`src/rtl/mc_dump_pkg.sv`:
```
// mc_dump_pkg: sequencer states, client read codes and stream space encodings
package mc_dump_pkg;
  typedef enum logic [2:0] {S_IDLE, S_WAIT_CPU, S_ISSUE, S_CAPT, S_PRESENT, S_DONE} state_e;
  localparam logic [1:0] CRIM_RD = 2'h3;
  localparam logic [1:0] CRDM_RD = 2'h1;
  localparam logic [1:0] CR_IDLE = 2'h0;
  localparam logic SPACE_INS = 1'b0;
  localparam logic SPACE_MEM = 1'b1;
endpackage

```
`src/rtl/mc_dump_addr_gen.sv`:
```
// mc_dump_addr_gen: base + idx*stride word address with a last-word flag
module mc_dump_addr_gen #(
  parameter int ADDR_W = 32,
  parameter logic [ADDR_W-1:0] BASE = '0,
  parameter int STRIDE = 1,
  parameter int WORDS = 1
) (
  input  logic              clk,
  input  logic              rst,
  input  logic              clr,
  input  logic              adv,
  output logic [ADDR_W-1:0] addr,
  output logic              last
);
  logic [31:0] idx_q, idx_d;
  always_comb idx_d = clr ? '0 : adv ? idx_q + 32'd1 : idx_q;
  always_ff @(posedge clk or posedge rst)
    if (rst) idx_q <= '0;
    else idx_q <= idx_d;
  assign addr = BASE + ADDR_W'(idx_q) * ADDR_W'(STRIDE);
  assign last = idx_q == 32'(WORDS - 1);
endmodule

```
`src/rtl/mc_client_dump_sequencer.sv`:
```
// mc_client_dump_sequencer: sweeps instruction then data memory onto a valid/ready dump stream.
// MC_DUMP_CHECKSUM_EN adds DumpSum, the running sum of accepted DumpData.
module mc_client_dump_sequencer
  import mc_dump_pkg::*;
#(
  parameter int ADDR_W = 32,
  parameter int DATA_W = 32,
  parameter logic [ADDR_W-1:0] INS_BASE = 32'h0,
  parameter int INS_WORDS = 25,
  parameter int INS_STRIDE = 4,
  parameter logic [ADDR_W-1:0] MEM_BASE = 32'h8000,
  parameter int MEM_WORDS = 32,
  parameter int MEM_STRIDE = 1,
  parameter int RD_LAT = 1
) (
  input  logic              Clk,
  input  logic              Rst,
  input  logic              Go,
  input  logic              Abort,
  input  logic              CPUReady,
  output logic [ADDR_W-1:0] ClientInsAddr,
  output logic [1:0]        CRIM,
  input  logic [DATA_W-1:0] ClientInsRead,
  output logic [ADDR_W-1:0] ClientMemAddr,
  output logic [1:0]        CRDM,
  input  logic [DATA_W-1:0] ClientMemRead,
  output logic              DumpValid,
  input  logic              DumpReady,
  output logic [DATA_W-1:0] DumpData,
  output logic [ADDR_W-1:0] DumpAddr,
  output logic              DumpSpace,
  output logic              DumpLast,
  output logic              Busy,
  output logic              Done
`ifdef MC_DUMP_CHECKSUM_EN
  , output logic [DATA_W-1:0] DumpSum
`endif
);
  localparam logic [2:0] LAT_LOAD = 3'(RD_LAT > 1 ? RD_LAT - 2 : 0);
  localparam bit HAS_INS = INS_WORDS > 0;
  localparam bit HAS_MEM = MEM_WORDS > 0;
  state_e state_q, state_d;
  logic space_q, space_d, last_q, last_d;
  logic [2:0] lat_q, lat_d;
  logic [DATA_W-1:0] data_q, data_d;
  logic [ADDR_W-1:0] addr_q, addr_d, ins_addr, mem_addr;
  logic ins_last, mem_last, hs, go_ok, clr, rd, capt;
  assign go_ok = Go && !Abort && (state_q == S_IDLE || state_q == S_DONE);
  assign hs = state_q == S_PRESENT && DumpReady;
  assign clr = go_ok || Abort;
  assign rd = state_q == S_ISSUE || state_q == S_CAPT;
  assign capt = (state_q == S_ISSUE && RD_LAT == 1) || (state_q == S_CAPT && lat_q == 3'd0);
  mc_dump_addr_gen #(.ADDR_W(ADDR_W), .BASE(INS_BASE), .STRIDE(INS_STRIDE), .WORDS(INS_WORDS)) u_ins (
    .clk(Clk), .rst(Rst), .clr(clr), .adv(hs && space_q == SPACE_INS), .addr(ins_addr), .last(ins_last));
  mc_dump_addr_gen #(.ADDR_W(ADDR_W), .BASE(MEM_BASE), .STRIDE(MEM_STRIDE), .WORDS(MEM_WORDS)) u_mem (
    .clk(Clk), .rst(Rst), .clr(clr), .adv(hs && space_q == SPACE_MEM), .addr(mem_addr), .last(mem_last));
  always_comb begin
    state_d = state_q;
    space_d = space_q;
    lat_d = lat_q;
    data_d = data_q;
    addr_d = addr_q;
    last_d = last_q;
    case (state_q)
      S_IDLE, S_DONE: state_d = go_ok ? S_WAIT_CPU : state_q;
      S_WAIT_CPU: if (CPUReady) begin
        state_d = (HAS_INS || HAS_MEM) ? S_ISSUE : S_DONE;
        space_d = HAS_INS ? SPACE_INS : SPACE_MEM;
      end
      S_ISSUE, S_CAPT: begin
        lat_d = state_q == S_ISSUE ? LAT_LOAD : lat_q - 3'd1;
        state_d = capt ? S_PRESENT : S_CAPT;
        if (capt) begin
          data_d = space_q ? ClientMemRead : ClientInsRead;
          addr_d = space_q ? mem_addr : ins_addr;
          last_d = space_q ? mem_last : ins_last && !HAS_MEM;
        end
      end
      S_PRESENT: if (DumpReady) begin
        state_d = last_q ? S_DONE : S_ISSUE;
        space_d = space_q || ins_last;
      end
      default: state_d = S_IDLE;
    endcase
    if (Abort) state_d = S_IDLE;
  end
  always_ff @(posedge Clk or posedge Rst)
    if (Rst) begin
      state_q <= S_IDLE;
      space_q <= SPACE_INS;
      last_q <= 1'b0;
      lat_q <= '0;
      data_q <= '0;
      addr_q <= '0;
    end else begin
      state_q <= state_d;
      space_q <= space_d;
      last_q <= last_d;
      lat_q <= lat_d;
      data_q <= data_d;
      addr_q <= addr_d;
    end
  assign CRIM = rd && space_q == SPACE_INS ? CRIM_RD : CR_IDLE;
  assign CRDM = rd && space_q == SPACE_MEM ? CRDM_RD : CR_IDLE;
  assign ClientInsAddr = CRIM != CR_IDLE ? ins_addr : '0;
  assign ClientMemAddr = CRDM != CR_IDLE ? mem_addr : '0;
  assign DumpValid = state_q == S_PRESENT;
  assign DumpData = data_q;
  assign DumpAddr = addr_q;
  assign DumpSpace = space_q;
  assign DumpLast = DumpValid && last_q;
  assign Busy = state_q inside {S_WAIT_CPU, S_ISSUE, S_CAPT, S_PRESENT};
  assign Done = state_q == S_DONE;
`ifdef MC_DUMP_CHECKSUM_EN
  logic [DATA_W-1:0] sum_q, sum_d;
  always_comb sum_d = go_ok ? '0 : hs ? sum_q + data_q : sum_q;
  always_ff @(posedge Clk or posedge Rst)
    if (Rst) sum_q <= '0;
    else sum_q <= sum_d;
  assign DumpSum = sum_q;
`endif
endmodule

```
`config.mk`:
```
export PLATFORM = sky130hd
export DESIGN_NAME = mc_client_dump_sequencer
export DESIGN_NICKNAME = d
export VERILOG_FILES = /design/src/rtl/mc_dump_pkg.sv /design/src/rtl/mc_dump_addr_gen.sv /design/src/rtl/mc_client_dump_sequencer.sv
export SDC_FILE = /design/constraint.sdc
export NUM_CORES = 1
export LEC_CHECK = 0
export BUFFER_PORTS_ARGS = -buffer_cell sky130_fd_sc_hd__buf_2
export CORE_ASPECT_RATIO = 2
export CORE_UTILIZATION = 54
export CTS_CLUSTER_SIZE = 10
export DETAILED_ROUTE_END_ITERATION = 6
export HOLD_SLACK_MARGIN = 0.02
export PLACE_DENSITY = 0.85
export SETUP_SLACK_MARGIN = 0.1
export SYNTH_ARGS = -nofsm -noshare
export SYNTH_HDL_FRONTEND = slang
export SYNTH_HIERARCHICAL = 1
export SYNTH_SLANG_ARGS = --single-unit
```
`constraint.sdc`:
```
create_clock -name Clk -period 3 [get_ports Clk]
set_input_delay 0.45 -clock Clk [delete_from_list [all_inputs] [get_ports Clk]]
set_output_delay 0.45 -clock Clk [all_outputs]
set_load 0.1 [all_outputs]
```
Yosys cells after proc, flatten, opt, wreduce, memory -nomap -nowiden:

Cells that the tools add are included.

* register bits: 136
* output and inout port bits: 137
* logic and storage cells: 75

* bitwise operators: 1
* add/sub/neg operators: 4
* eq/ne operators: 12
* muxes and demuxes: 22
* reduce and logical (&&, ||, !) cells: 28

Operators by type and width (number)
* two-way mux 32 bit: 8
* adder 32 x 1 -> 32 bit (second input constant): 2
* == test 32 x 5 -> 1 bit (second input constant): 2
* adder 16 x 32 -> 32 bit (first input constant): 1
* two-way mux 3 bit: 7
* one-hot mux 3 bit (4 select lines): 1
* nonzero test 2 bit: 5
* logical AND 1 bit: 9
* == test 3 x 2 -> 1 bit (second input constant): 2
* == test 3 bit (second input constant): 2
* logical NOT 3 bit: 2
* inequality test 3 bit (second input constant): 2
* AND reduction 3 bit: 2
* logical OR 1 bit: 5
* two-way mux 1 bit: 4
* nonzero test 4 bit: 1
* OR reduction 2 bit: 2
* == test 3 x 1 -> 1 bit (second input constant): 1
* inequality test 3 x 2 -> 1 bit (second input constant): 1
* subtractor 3 x 1 -> 3 bit (second input constant): 1
* two-way mux 2 bit: 1
* inequality test 2 x 1 -> 1 bit (second input constant): 1
* inequality test 2 bit (second input constant): 1
* one-hot mux 1 bit (2 select lines): 1
* 3 further kinds: 3

Longest topological paths before layout:

* word-level depth: 6
* gate-level depth with buffers: 11
* mapped depth without buffers: 7

Hierarchy:

Netlist, hierarchy kept.

Modules (own cells, without submodules)
* mc_client_dump_sequencer: cells an instance 375, instances 1, area each 4250.3 um2
* mc_dump_addr_gen (u_mem): cells an instance 237, instances 1, area each 2148.3 um2
* mc_dump_addr_gen (u_ins): cells an instance 220, instances 1, area each 1975.6 um2

Least setup slack after synthesis:

Ideal clock, no wire load.

* path type: register to register
* start point: reg state_q[1]
* end point: reg u_ins.idx_q[27]
* period minus slack after synthesis: 4.903 ns
* cell stages (with the launch flop): 11
* data arrival time: 4.775 ns
* slack: -1.903 ns
* cells stage by stage: dfrtp_1 buf_2 nor3b_1 nand2_1 nor2_1 buf_2 o2111ai_4 or4_1 buf_2 nor4_1 mux2_1

* elaborated cells on any way between the ends: 10
* classes of those cells: 2 x eq/ne; 1 x mux; 7 x reduce/logical

RTL lines
* start, declared: line mc_client_dump_sequencer.sv:42 `state_e state_q, state_d;`
* start signal, assigned: line mc_client_dump_sequencer.sv:96 `state_q <= state_d;`
* == test 3 bit
* named net DumpValid: line mc_client_dump_sequencer.sv:27 `output logic DumpValid,`
* logical AND 1 bit: line mc_client_dump_sequencer.sv:49 `assign hs = state_q == S_PRESENT && DumpReady;`
* logical AND 1 bit: line mc_client_dump_sequencer.sv:54 `.clk(Clk), .rst(Rst), .clr(clr), .adv(hs && space_q == SPACE_INS), .addr(ins_addr), .last(ins_last));`
* nonzero test 2 bit (no line)
* end signal, assigned: line mc_dump_addr_gen.sv:19 `else idx_q <= idx_d;`
* end, declared: line mc_dump_addr_gen.sv:15 `logic [31:0] idx_q, idx_d;`

The timed path passes the listed nets, and every way through them passes these cells.
A chain may end at the register's enable or synchronous reset.

Final worst setup path:

* start point: reg u_mem.idx_q[15]
* end point: out ClientMemAddr[31]

* word-level cells in the longest chain between the ends: 2

RTL lines
* start, declared: line mc_dump_addr_gen.sv:15
* start signal, assigned: line mc_dump_addr_gen.sv:19
* adder 16 x 32 -> 32 bit: line mc_dump_addr_gen.sv:20 `assign addr = BASE + ADDR_W'(idx_q) * ADDR_W'(STRIDE);`
* named net mem_addr[31]: line mc_client_dump_sequencer.sv:46 `logic [ADDR_W-1:0] addr_q, addr_d, ins_addr, mem_addr;`
* two-way mux 32 bit: line mc_client_dump_sequencer.sv:106 `assign ClientMemAddr = CRDM != CR_IDLE ? mem_addr : '0;`
* end, declared: line mc_client_dump_sequencer.sv:24 `output logic [ADDR_W-1:0] ClientMemAddr,`

The timed path passes the listed nets, and every way through them passes these cells.

==> flow_metrics.py <==
metrics = {
    "power_and_ir_drop": {
        "power_leakage_uw": 0.004758,
        "pwr_density_cell_mw_per_mm2": 735.6,
        "maximum_ir_drop_on_the_vdd_rail_uv": 460.8,
    },
    "route": {
        "drc": 0,
        "drt_wl_cell_um": 20.16,
        "drtPass1Iterations": 5,
        "routed-via-count": 7265,
        "drtIter0Drc": 743,
        "drt-vias-per-instance": 6.085,
        "postRouteWirelength_um": 24080,
        "ant_nets": 0,
    },
    "status": {
        "failed_checks": "max-slew violations",
        "status": "finished with violations",
    },
    "timing": {
        "worst_slew_pin_slew_ns": 1.754,
        "max-slew-margin-rel_pct": -17.37,
        "min_period_over_period_pct": 96.15,
        "final_hold_viol_count": 0,
        "rsz0062_at_grt": "yes",
        "post-route-min-period_ns": 2.885,
        "setup_violations": 0,
        "fmax_mhz": 346.7,
        "maxSlewViolCount": 2,
        "finalHoldWorstSlack_ns": 0.2666,
        "clock_skew_ns": 0.01230,
    },
    "floorplan": {
        "io-pin-count": 207,
        "die_height_um": 178.1,
        "design.core.area_mm2": 0.01521,
        "floorplan.die_area_mm2": 0.01604,
        "std_cell_rows": 64,
        "dieWidth_um": 90.06,
        "initial_utilization_pct": 55.04,
    },
    "clock_tree": {
        "clk-insertion-delay-late_ns": 0.42,
        "numCtsBuffers": 17,
        "cts.sinks": 136,
        "path_clk_slew_ns": 0.07,
        "ctsRootBufferMaster": "clkbuf_16",
        "cts.path.max_buffers": 2,
        "cts_tree": "built",
        "htree_levels": 4,
    },
    "global_routing": {
        "antenna_found_initial": 0,
        "global_router_s_overall_resource_usage_pct": 29.52,
        "number_of_global_route_vias_before_repair": 7097,
        "grt_first_pass_wirelength_um": 36970,
        "global_route.overflow_total": 0,
        "maximum_number_of_pins_on_one_net_before_global_route_repair": 103,
    },
    "synthesis": {
        "synth-async-reset-ratio_pct": 100.0,
        "synth.ff_latch_count": 136,
        "synth_seq_area_share_pct": 40.64,
        "yosys_most_used_dff": "dfrtp_1",
        "syn-mean-instance-area_um2": 10.07,
        "netlist_instances": 832,
        "synth_enable_flop_cells": 0,
        "syn-cell-area_mm2": 0.008374,
        "ys.warnings.count": 6,
        "synth_cell_type_count": 58,
    },
    "worst_setup_path": {
        "critical_path_class": "reg2out",
        "cp_max_fo": 7,
        "req_time_crit_path_ns": 2.55,
        "r2r_slack_ns": 0.28,
        "critPathLaunchType": "flop",
        "worst-endpoint-arrival_ns": 2.43,
        "critical-path-max-stage-delay_ns": 0.50,
        "crit-reg2reg-launch": "state_q[2]",
        "setup.worst_path.end": "ClientMemAddr[31]",
        "cpMaxStageDelayCell": "or4_4",
        "worstRegToRegCells": 8,
        "critical_path.reg2reg.endpoint": "u_mem/idx_q[24]",
        "path_cells": "ha_4 > nand3_2 > or4_4 > nor2_1 > xor2_1 > and3_4 > buf_12",
        "crit_path_end_kind": "output port",
        "startpoint_of_the_most_critical_setup_path": "u_mem/idx_q[15]",
    },
    "placed_design": {
        "portbufs": 203,
        "place_inst": 1151,
        "place.detailed.hpwl_um": 16430,
        "place.gp.congestion": 0.9065,
    },
    "final_layout": {
        "regArea_mm2": 0.003418,
        "layout.filler_cells": 1076,
        "nets_finish": 1059,
        "post_layout_nonfiller_instances": 1194,
        "layout-drive-gt1-share_pct": 45.28,
        "multiInputGateArea_mm2": 0.004377,
        "num_antenna_cells": 0,
        "flow.area_growth_from_synthesis_pct": 25.47,
    },
    "run": {
        "drv_cap": 0,
    },
    "worst_hold_path": {
        "hold_path_class": "in2reg",
    },
}
[cell type report]
class | count | share of cell area (%)
clock buffer | 20 | 4.251
inverter | 21 | 0.7502
sequential | 136 | 32.53
multi-input combinational | 574 | 41.65
tap | 198 | 2.358
timing repair buffer | 233 | 17.10
clock inverter | 12 | 1.357
[worst min path at each step]
stage	from	cells after the start	to	slack, ns
2_1_floorplan	lat_q[0]	1	lat_q[0]	0.44
4_1_cts	Abort	2	state_q[1]	0.25
3_3_place_gp	Rst	2	u_ins/idx_q[18]	0.38
6_report	Abort	2	state_q[1]	0.27
5_1_grt	Abort	2	state_q[1]	0.25
3_5_place_dp	Rst	2	u_ins/idx_q[18]	0.38
[critical path: cells and delay by family (launching register included)]
| kind | cells | cell delay [ns] |
|---|---|---|
| xor+xnor | 1 | 0.21 |
| fa+ha+maj | 1 | 0.18 |
| buf+inv | 1 | 0.17 |
| flops | 1 | 0.43 |
| simple gates | 4 | 1.02 |
[placed cells by master (no fill, tap or decap), types with 5 or more instances in the layout]
| cell type | instances |
|---|---|
| a21oi_1 | 33 |
| and2_1 | 12 |
| and2_2 | 10 |
| and3_1 | 19 |
| buf_12 | 37 |
| buf_2 | 167 |
| buf_4 | 27 |
| clkbuf_16 | 17 |
| dfrtp_1 | 126 |
| dfrtp_2 | 9 |
| ha_1 | 5 |
| inv_1 | 20 |
| mux2_1 | 7 |
| mux2_2 | 96 |
| mux2_4 | 20 |
| nand2_1 | 52 |
| nand2b_1 | 15 |
| nand3_1 | 16 |
| nand4_1 | 18 |
| nor2_1 | 52 |
| nor2_2 | 16 |
| nor2b_1 | 7 |
| nor3_1 | 8 |
| nor4_1 | 17 |
| o21ai_0 | 18 |
| o31ai_1 | 19 |
| or3_1 | 13 |
| or4_1 | 20 |
| or4_4 | 5 |
| xnor2_1 | 25 |
| xor2_1 | 15 |
[cells in the mapped netlist (all sizes together) (2+ instances only)]
master / n / area share, %
buf: 86 / 7.7
a21oi: 34 / 2.1
and3: 24 / 1.8
nand3b: 2 / 0.18
nand3: 20 / 1.3
nor4: 21 / 1.6
inv: 21 / 0.94
nand4: 19 / 1.5
xor2: 15 / 1.6
a31oi: 2 / 0.15
or3: 17 / 1.3
clkbuf: 16 / 0.72
nand2b: 15 / 1.1
nor2b: 7 / 0.52
nor3: 9 / 0.54
mux2: 123 / 17
and2: 22 / 1.7
and4: 4 / 0.42
o31ai: 19 / 1.7
o21ai: 19 / 1.1
o31a: 2 / 0.21
dfrtp: 136 / 41
nor2: 68 / 3.0
or2: 2 / 0.15
conb: 2 / 0.090
xnor2: 25 / 2.6
or4: 26 / 2.4
nor3b: 2 / 0.18
mux2i: 4 / 0.48
o2111ai: 2 / 0.42
nand2: 52 / 2.3
ha: 6 / 0.90
[registers in the layout, indices dropped and copies added, names as in the netlist]
register	flops
DumpAddr	32
DumpSpace	1
last_q	1
lat_q	3
state_q	3
u_ins/idx_q	32
u_mem/idx_q	32
DumpData	32
[per-stage QoR]
stage | util, % | power [uW] | setup TNS, ns | setup slack [ns] | cell area [um2]
floorplan | - | 5091 | -1.485 | -0.2578 | 8543
global route | 69.06 | 7981 | 0 | 0.009225 | 10510
CTS | 68.75 | 7747 | 0 | 0.09947 | 10460
detailed placement | 64.19 | 5653 | 0 | 0.2519 | 9766
finish | 69.06 | 7729 | 0 | 0.1154 | 10510
global placement | 64.19 | 5580 | 0 | 0.3217 | 9766
[cells by family (layout without fill, tap and decap cells)]
kind of cell	count (synthesis)	after routing	share of synthesized area (%)
other	2	3	0.08968
XOR/XNOR	40	40	4.184
flip-flops	136	136	40.64
AO/OA/AOI/OAI	86	86	6.634
AND/OR/NAND/NOR	312	312	20.29
multiplexers	127	127	17.91
adder cells (fa/ha/maj)	6	6	0.8964
buffers and inverters	123	286	9.353
[where the power goes]
part	total [uW]	switching (uW)	internal (uW)
Sequential	2240	142	2100
Combinational	3380	2680	698
Clock	2110	848	1260
Total	7730	3670	4060
[what timing repair did]
action,in CTS,in global routing
hold buffers,1,0
hold endpoints to repair,4,0
buffers inserted,7,3
gates cloned,0,0
endpoints found under the setup margin,8,17
resized for setup,17,5
[layer usage]
| metal | share of wire [%] | vias up | GRT usage, % |
|---|---|---|---|
| met4 | 4.6 | 0 | 15.99 |
| met3 | 7.5 | 98 | 5.754 |
| met5 | 0 | - | 0 |
| li1 | - | 3195 | - |
| met1 | 36 | 3498 | 33.11 |
| met2 | 52 | 474 | 52.45 |
(Power assumes the default switching activity.)
